## config.mk

```make
export PLATFORM = sky130hd
export DESIGN_NAME = i2s_tx_ser
export DESIGN_NICKNAME = d
export VERILOG_FILES = /design/src/rtl/i2s_pkg.sv /design/src/rtl/i2s_clkgen.sv /design/src/rtl/i2s_tx_ser.sv
export SDC_FILE = /design/constraint.sdc
export NUM_CORES = 1
export LEC_CHECK = 0
export CORE_UTILIZATION = 48
export CTS_CLUSTER_SIZE = 30
export DETAILED_ROUTE_END_ITERATION = 12
export GPL_TIMING_DRIVEN = 0
export PLACE_DENSITY = 0.8
export SLEW_MARGIN = 30
export SYNTH_ARGS = -nofsm -noshare
export SYNTH_HDL_FRONTEND = slang
export SYNTH_SLANG_ARGS = --single-unit
```

## constraint.sdc

```tcl
create_clock -name aud_clk_i -period 4.06 [get_ports aud_clk_i]
set_input_delay 0.812 -clock aud_clk_i [delete_from_list [all_inputs] [get_ports aud_clk_i]]
set_output_delay 0.812 -clock aud_clk_i [all_outputs]
set_load 0.05 [all_outputs]
```

## src/rtl/i2s_pkg.sv

```systemverilog
// Shared definitions for the I2S serializer blocks: default widths,
// serializer state encoding and frame-length helpers.
package i2s_pkg;

    localparam int I2S_DATA_WIDTH = 16;
    localparam int I2S_PSCR_WIDTH = 16;
    localparam int FRAME_BITS     = 2 * I2S_DATA_WIDTH;

    typedef enum logic {
        IDLE = 1'b0,
        RUN  = 1'b1
    } i2s_tx_state_e;

    // One frame carries a left and a right word back to back.
    function automatic int frame_len(input int data_width);
        return 2 * data_width;
    endfunction

endpackage

```

## src/rtl/i2s_clkgen.sv

```systemverilog
// Bit-clock generator: divides the audio clock by 2*(pscr_i+1) while run_i is
// high and flags the cycles on which sck is about to rise or fall.
module i2s_clkgen
    import i2s_pkg::*;
#(
    parameter int PSCR_WIDTH = I2S_PSCR_WIDTH
) (
    input  logic                  clk_i,
    input  logic                  rst_n_i,
    input  logic                  run_i,
    input  logic [PSCR_WIDTH-1:0] pscr_i,
    output logic                  sck_o,
    output logic                  fall_evt_o,
    output logic                  rise_evt_o
);

    logic [PSCR_WIDTH-1:0] cnt_q, cnt_d;
    logic                  sck_q, sck_d;
    logic                  terminal;

    // Terminal count: sck toggles at the end of this cycle.
    assign terminal = run_i && (cnt_q == pscr_i);

    // Next-state logic for the prescaler count and the bit clock.
    always_comb begin
        cnt_d = cnt_q;
        sck_d = sck_q;
        if (!run_i) begin
            cnt_d = '0;
            sck_d = 1'b0;
        end else if (terminal) begin
            cnt_d = '0;
            sck_d = ~sck_q;
        end else begin
            cnt_d = cnt_q + PSCR_WIDTH'(1);
        end
    end

    // Prescaler and bit-clock registers.
    always_ff @(posedge clk_i or negedge rst_n_i) begin
        if (!rst_n_i) begin
            cnt_q <= '0;
            sck_q <= 1'b0;
        end else begin
            cnt_q <= cnt_d;
            sck_q <= sck_d;
        end
    end

    assign sck_o      = sck_q;
    assign fall_evt_o = terminal && sck_q;
    assign rise_evt_o = terminal && !sck_q;

endmodule

```

## src/rtl/i2s_tx_ser.sv

```systemverilog
// I2S transmit serializer: holds one stereo sample pair, shifts it out
// MSB first in Philips format (data one bit behind ws) and flags underflow.
module i2s_tx_ser
    import i2s_pkg::*;
#(
    parameter int DATA_WIDTH = I2S_DATA_WIDTH,
    parameter int PSCR_WIDTH = I2S_PSCR_WIDTH
) (
    input  logic                  aud_clk_i,
    input  logic                  aud_rst_n_i,
    input  logic                  en_i,
    input  logic                  clr_i,
    input  logic [PSCR_WIDTH-1:0] pscr_i,
    input  logic                  smpl_valid_i,
    output logic                  smpl_ready_o,
    input  logic [DATA_WIDTH-1:0] smpl_l_i,
    input  logic [DATA_WIDTH-1:0] smpl_r_i,
    output logic                  sck_o,
    output logic                  ws_o,
    output logic                  sd_o,
    output logic                  busy_o,
    output logic                  udf_o
);

    localparam int               FRAME_LEN = frame_len(DATA_WIDTH);
    localparam int               IDX_W     = $clog2(FRAME_LEN);
    localparam logic [IDX_W-1:0] IDX_HALF  = IDX_W'(DATA_WIDTH);
    localparam logic [IDX_W-1:0] IDX_LAST  = IDX_W'(FRAME_LEN - 1);

    i2s_tx_state_e          state_q, state_d;
    logic                   start_q, start_d;
    logic [IDX_W-1:0]       bit_idx_q, bit_idx_d;
    logic [FRAME_LEN-1:0]   shift_q, shift_d;
    logic                   dly_q, dly_d;
    logic                   ws_q, ws_d;
    logic                   sd_q, sd_d;
    logic                   udf_q, udf_d;
    logic                   hold_vld_q, hold_vld_d;
    logic [FRAME_LEN-1:0]   hold_q, hold_d;

    logic                   run_en;
    logic                   sck_w;
    logic                   fall_evt;
    logic                   rise_evt_unused;
    logic                   bit_evt;
    logic                   take_hold;
    logic                   take_bypass;
    logic [FRAME_LEN-1:0]   word;

    // Dropping en_i stops the bit clock on the very next edge.
    assign run_en = (state_q == RUN) && en_i;

    i2s_clkgen #(
        .PSCR_WIDTH (PSCR_WIDTH)
    ) u_clkgen (
        .clk_i      (aud_clk_i),
        .rst_n_i    (aud_rst_n_i),
        .run_i      (run_en),
        .pscr_i     (pscr_i),
        .sck_o      (sck_w),
        .fall_evt_o (fall_evt),
        .rise_evt_o (rise_evt_unused)
    );

    // Bits advance on each sck falling edge; the first RUN cycle opens bit 0.
    assign bit_evt = run_en && (start_q || fall_evt);

    // FSM and serializer datapath: load at bit 0, shift through the delay bit.
    always_comb begin
        state_d     = state_q;
        start_d     = 1'b0;
        bit_idx_d   = bit_idx_q;
        shift_d     = shift_q;
        dly_d       = dly_q;
        ws_d        = ws_q;
        sd_d        = sd_q;
        udf_d       = 1'b0;
        take_hold   = 1'b0;
        take_bypass = 1'b0;
        word        = shift_q;
        case (state_q)
            IDLE: begin
                if (en_i) begin
                    state_d = RUN;
                    start_d = 1'b1;
                end
            end
            RUN: begin
                if (!en_i) begin
                    // Abandon the frame; the holding register is kept.
                    state_d   = IDLE;
                    bit_idx_d = '0;
                    shift_d   = '0;
                    dly_d     = 1'b0;
                    ws_d      = 1'b0;
                    sd_d      = 1'b0;
                end else if (bit_evt) begin
                    if (bit_idx_q == '0) begin
                        if (hold_vld_q) begin
                            word      = hold_q;
                            take_hold = 1'b1;
                        end else if (smpl_valid_i && !clr_i) begin
                            word        = {smpl_l_i, smpl_r_i};
                            take_bypass = 1'b1;
                        end else begin
                            word  = '0;
                            udf_d = 1'b1;
                        end
                    end
                    // The MSB of the word goes into the delay bit, so sd_o
                    // trails ws_o by exactly one bit period.
                    ws_d      = (bit_idx_q >= IDX_HALF);
                    sd_d      = dly_q;
                    dly_d     = word[FRAME_LEN-1];
                    shift_d   = {word[FRAME_LEN-2:0], 1'b0};
                    bit_idx_d = (bit_idx_q == IDX_LAST) ? '0 : bit_idx_q + IDX_W'(1);
                end
            end
            default: state_d = IDLE;
        endcase
    end

    // Holding register. Handshake: a sample transfers on a cycle where
    // smpl_valid_i and smpl_ready_o are both high; smpl_ready_o is simply
    // "holding register empty" and does not depend on smpl_valid_i. A transfer
    // that meets an empty register at a frame boundary goes straight to the
    // shifter. clr_i empties the register and discards a coincident transfer.
    always_comb begin
        hold_vld_d = hold_vld_q;
        hold_d     = hold_q;
        if (clr_i || take_hold) begin
            hold_vld_d = 1'b0;
        end else if (smpl_valid_i && !hold_vld_q && !take_bypass) begin
            hold_vld_d = 1'b1;
            hold_d     = {smpl_l_i, smpl_r_i};
        end
    end

    // State, datapath and registered outputs.
    always_ff @(posedge aud_clk_i or negedge aud_rst_n_i) begin
        if (!aud_rst_n_i) begin
            state_q    <= IDLE;
            start_q    <= 1'b0;
            bit_idx_q  <= '0;
            shift_q    <= '0;
            dly_q      <= 1'b0;
            ws_q       <= 1'b0;
            sd_q       <= 1'b0;
            udf_q      <= 1'b0;
            hold_vld_q <= 1'b0;
            hold_q     <= '0;
        end else begin
            state_q    <= state_d;
            start_q    <= start_d;
            bit_idx_q  <= bit_idx_d;
            shift_q    <= shift_d;
            dly_q      <= dly_d;
            ws_q       <= ws_d;
            sd_q       <= sd_d;
            udf_q      <= udf_d;
            hold_vld_q <= hold_vld_d;
            hold_q     <= hold_d;
        end
    end

    assign smpl_ready_o = !hold_vld_q;
    assign sck_o        = sck_w;
    assign ws_o         = ws_q;
    assign sd_o         = sd_q;
    assign busy_o       = (state_q == RUN);
    assign udf_o        = udf_q;

endmodule

```

* After elaboration in Yosys (flattened, before gate mapping)
Index checks and enable logic that the tools add are counted.
** Word-level totals
- Bits in registers :: 93
- Output and inout bits :: 6
** Cells by class
- Add/sub/neg operators :: 2
- $lt $le $gt $ge :: 1
- Equal/unequal tests :: 4
- Muxes and demuxes :: 39
- Bitwise logic cells :: 2
- Reduce and logical (&&, ||, !) cells :: 16
** Operator list (number)
- $mux 32 :: 5
- $mux 16 :: 2
- $mux 1 :: 29
- $add 16x1->16 const B :: 1
- $eq 16x16->1 :: 1
- $mux 5 :: 3
- $logic_and 1x1->1 :: 7
- $add 5x1->5 const B :: 1
- $eq 5x5->1 const B :: 1
- $ge 5x5->1 const B :: 1
- $logic_not 5->1 :: 1
- $ne 2x1->1 const B :: 2
- $reduce_and 2->1 :: 2
- $logic_not 1->1 :: 3
- $logic_or 1x1->1 :: 2
- $not 1->1 :: 2
- $reduce_bool 2->1 :: 1

* Logic depth before layout (Yosys ltp)
- Depth after elaboration :: 12
- Depth in mapped cells :: 8

* Hierarchy
Synthesis repeated with hierarchy kept, for this count alone.
** Unflattened totals
- Cell total of the unflattened synthesis :: 399
- Area, all modules :: 4690.7 µm²
** By module, submodules not included
- i2s_tx_ser :: instances 1, cells an instance 294, area each 3687.3 µm², sequential area each 1876.8 µm²
- i2s_clkgen :: instances 1, cells an instance 105, area each 1003.5 µm², sequential area each 425.4 µm²

* Least setup slack after synthesis
Ideal clock, no wire load.
- Path type :: in2reg
- From :: input pscr_i[15]
- To :: register hold_q[23]
- Library setup time :: 0.125 ns
- Arrival :: 2.336 ns
- Required time :: 3.935 ns
- Slack :: 1.599 ns
- Cell stages on the path :: 7
- Path buffers :: 1
- Path through :: xor2_1 -> nor4_1 -> and4_1 -> a32oi_2 -> o21ai_4 -> buf_6 -> mux2_2
** On the way
- Longest elaborated chain between the ends :: 11
- Elaborated cells between the ends (all ways) :: 16
- Classes of those cells :: eq/ne: 1; mux: 6; bitwise: 1; reduce/logical: 8
** RTL lines
- from (decl) :: RTL line i2s_tx_ser.sv:13 : input logic [PSCR_WIDTH-1:0] pscr_i,
- $eq 16x16->1 * :: RTL line i2s_clkgen.sv:22 : assign terminal = run_i && (cnt_q == pscr_i);
- $logic_and 1x1->1 * :: RTL line i2s_clkgen.sv:22
- $logic_and 1x1->1 * :: RTL line i2s_clkgen.sv:51 : assign fall_evt_o = terminal && sck_q;
- $logic_or 1x1->1 * :: RTL line i2s_tx_ser.sv:66 : assign bit_evt = run_en && (start_q || fall_evt);
- $logic_and 1x1->1 * :: RTL line i2s_tx_ser.sv:66
- $mux 1 :: RTL line i2s_tx_ser.sv:97 : end else if (bit_evt) begin
- $mux 1 :: RTL line i2s_tx_ser.sv:89 : if (!en_i) begin
- $mux 1 :: RTL line i2s_tx_ser.sv:81 : case (state_q)
- $logic_not 1->1 or $logic_or 1x1->1 (tied branches) :: RTL line i2s_tx_ser.sv:133, i2s_tx_ser.sv:131
- $logic_and 1x1->1 or $not 1->1 (tied branches)
- $reduce_and 2->1 (no line) *
- to (signal assigned) :: RTL line i2s_tx_ser.sv:162 : hold_q <= hold_d;
- to (decl) :: RTL line i2s_tx_ser.sv:39 : logic [FRAME_LEN-1:0] hold_q, hold_d;
Mark *: on every way between the ends. The rest lies on a longest branch, timed or not.
A chain may end at the register's enable or synchronous reset.

* Worst setup path after layout
- From :: input pscr_i[7]
- To :: register hold_q[16]
Same word-level chain as after synthesis.

==> impl_results.md <==
- Outcome: complete, no violations
- Total number of vias: about 3300
- Post-route ant nets: 0
- Crit-path cells: clkdlybuf4s50_1 > xor2_1 > nor4_1 > and4_1 > a32oi_2 > o21ai_4 > buf_6 > mux2_2
- Highest routed layer: met4
- Clock root cell: clkbuf_8
- Post-synth cell types: 33
- DIE AREA: 9490 µm²
- Layout cells sized above 1: 11.3%
- Most frequent cells in the layout: dfrtp_1, nor2_1, clkdlybuf4s50_1
- P&R area growth vs syn: 21.0%
- Max incr delay on CP: between 400 and 500 ps
- Final slew viol count: 0
- Largest net degree at the start of global routing: 65
- Ports: slightly below 60
- Pleak: ~0.0024 µW
- R2R cell count: 7
- Vias in the first global route: between 3000 and 4000
- Adder-cell area share of the yosys netlist: around 1.1%
- Max Cap Viol: 0
- CTS Sinks: between 90 and 100
- Max VDD drop: 202 µV
- CP Max Fanout: 10
- NetSw: between 500 and 600 µW
- CTS tree: done
- Initial Util: between 40% and 50%
- Die width: 97.4 µm
- Clock Path Buffers: 2
- Unrepaired setup endpoints after global routing: false
- Worst Max-Slew Pin Slew: 631 ps
- Fillers: 706
- Post-DP HPWL: between 6000 and 7000 µm
- Logic gate share of total power: between 10% and 20%
- Worst-path clk slew: approximately 90 ps
- Post-synthesis simple-gate area fraction: 12.3%
- Register area share after synthesis: about 53%
- Synth Area in XOR/XNOR: 6.21%
- Drt via density: between 5 and 6
- Post-CTS sizing: 0
- Antenna violations before repair: 0
- Final setup violating endpoints: 0
- Fmax achieved: 346 MHz
- WL per Instance: between 15 and 20 µm
- Tcrit/Tclk final: about 71%
- CTS H-tree lvls: 3
- Cell family with most CP delay: simple AND/OR/NAND/NOR gates
- Compound-Gate Fraction of Synth Area: 15.8%
- R2r setup slk: 1560 ps
- #FFs+latches synth: a little over 90
- IO buf count: 58
- Worst Skew: around 13 ps
- Register share of total power: 53.3%
- Power Internal: about 1400 µW
- Post-synth net total: between 400 and 500
- Placer Congestion: ~0.80
- Post-synth EDFFs: 0
- Ant diodes: 0
- Hold Crit Class: input pin to asynchronous set/reset pin
- Rel. slew slack: between 50 and 60%
- Worst reg2reg startpoint: u_clkgen.cnt_q[7]
- Switching share of total power: about 28%
- Met2 wire len: between 4000 and 5000 µm
- Worst hold slack: between 300 and 400 ps
- Largest family of logic cells by synthesized area: compound AO/OA/AOI/OAI gates
- Drc violations: 0
- Cells after Synth: between 300 and 400
- Avg Cell Area, Syn: 11.1 µm²
- Metal-1 WL: around 4300 µm
- Global-route wire length before repair: around 16000 µm
- Crit start category: input pin
- CP Data Required Time: 4300 ps
- DR iter-0 viols: 133
- Worst-Skew Late Latency: about 360 ps
- Worst path slowest cell: nor4_1
- Data arrival, critical path: 3140 ps
- Clock buffer count from CTS: 9
- Crit path time final: a little under 3000 ps
- WS Path Type: input pin to register
- Grt total ovfl: 0
- Reg2reg end: hold_q[16]
- Final number of hold-violating endpoints: 0
- Setup bufs post-CTS: 0
- Mapped Area: 4370 µm²
- Yosys warnings: 0
- Met3 Wirelength: roughly 350 µm
- Pwr dens: roughly 380 nW/µm²
- Crit path buffers/inverters: 2
- Setup crit end kind: register
- Clock share of power: 28.0%
- DRT Wirelength: between 9000 and 10000 µm
- Post-synthesis mux area share: ~8.2%
- Most common cell after layout, fill and taps aside: dfrtp_1
- Async set-reset flop share out of synthesis: between 90% and 100%
- Hold_buf cts: 0
- # nets final: a little over 500
- Final core occ: roughly 60%
- Core area: approximately 8800 µm²
- Drt pass-1 iters: 4
- Most used DFF post-synth: dfrtp_1
- Tot GR Track Use: a little over a fifth
- Row count: 34
- Die Height: 97.4 µm
-- flip-flops by register name, summed over array words and instances (netlist names) --
| register | flops |
|---|---|
| hold_vld_q | 1 |
| hold_q | 32 |
| ws_o | 1 |
| shift_q | 31 |
| udf_o | 1 |
| u_clkgen.sck_o | 1 |
| busy_o | 1 |
| u_clkgen.cnt_q | 16 |
| start_q | 1 |
| bit_idx_q | 5 |
| sd_o | 1 |
| dly_q | 1 |
-- metal layers --
metal | vias up | GRT usage (%)
met5 | - | 0
met4 | 0 | 10.6
met3 | 19 | 3.53
met2 | 83 | 34.6
met1 | 1628 | 28.8
li1 | 1557 | -
-- area by class of cell --
type / instances / area, µm² / area share [%]
Inverter: 6 / 22.5 / 0.426
Clock inverter: 7 / 51.3 / 0.970
Timing Repair Buffer: 59 / 609 / 11.5
Sequential cell: 92 / 2300 / 43.5
Tap cell: 108 / 135 / 2.56
Buffer: 26 / 133 / 2.51
Multi-Input combinational cell: 268 / 1910 / 36.1
Clock buffer: 9 / 124 / 2.34
-- synthesized netlist by cell type, types with 6 or more instances --
master | count | share of area, %
mux2_2 | 23 | 5.9
a22o_1 | 36 | 7.2
nand2_1 | 9 | 0.77
inv_1 | 6 | 0.52
and3_1 | 8 | 1.1
dfrtp_1 | 92 | 53
xor2_1 | 22 | 4.4
clkbuf_1 | 18 | 1.5
nand3_1 | 7 | 0.80
nor2_1 | 83 | 7.1
mux2_1 | 9 | 2.3
a221oi_1 | 31 | 6.2
xnor2_1 | 9 | 1.8
-- how the worst max path moves through the flow --
stage | start | endpoint | slack, ps | cells past startpoint
2_1_floorplan | pscr_i[15] | hold_q[23] | 1600 | 7
3_3_place_gp | aud_rst_n_i | hold_q[10] | -1240 | 1
4_1_cts | pscr_i[7] | hold_q[16] | 1230 | 8
3_5_place_dp | pscr_i[7] | hold_q[16] | 850 | 8
5_1_grt | pscr_i[11] | hold_q[13] | 1060 | 8
6_report | pscr_i[7] | hold_q[16] | 1170 | 8
-- stage by stage --
step                setup slack, ps  area [µm²]  power [µW]  TNS (ps)  std cells
global placement              -1240        5080        1420   -113760        558
CTS                            1230        5290        2000         0        575
finish                         1170        5290        1980         0        575
floorplan                      1600        4370        1300         0        392
global route                   1060        5290        2090         0        575
detailed placement              846        5110        1450         0        559
-- worst register-to-register path: stages, from the launching register on --
cell and delay [ps]:
dfrtp_1 450, xor2_1 180, nor4_1 480, and4_1 330, a32oi_2 120, o21ai_4 270, buf_6 200, mux2_2 360
-- kinds of logic after synthesis --
logic type               after synthesis
XOR/XNOR                              31
buffers and inverters                 32
AND/OR/NAND/NOR                      123
multiplexers                          32
adder cells (fa/ha/maj)                4
AO/OA/AOI/OAI                         78
flip-flops                            92
-- power groups by stage --
stage	Sequential [µW]	Combinational, µW	Clock [µW]
2_1_floorplan	1060	233	0
3_3_place_gp	1070	356	0
3_5_place_dp	1070	374	0
4_1_cts	1060	377	570
5_1_grt	1070	414	610
6_report	1060	373	555
No activity file was read; power rests on OpenSTA's default activity.
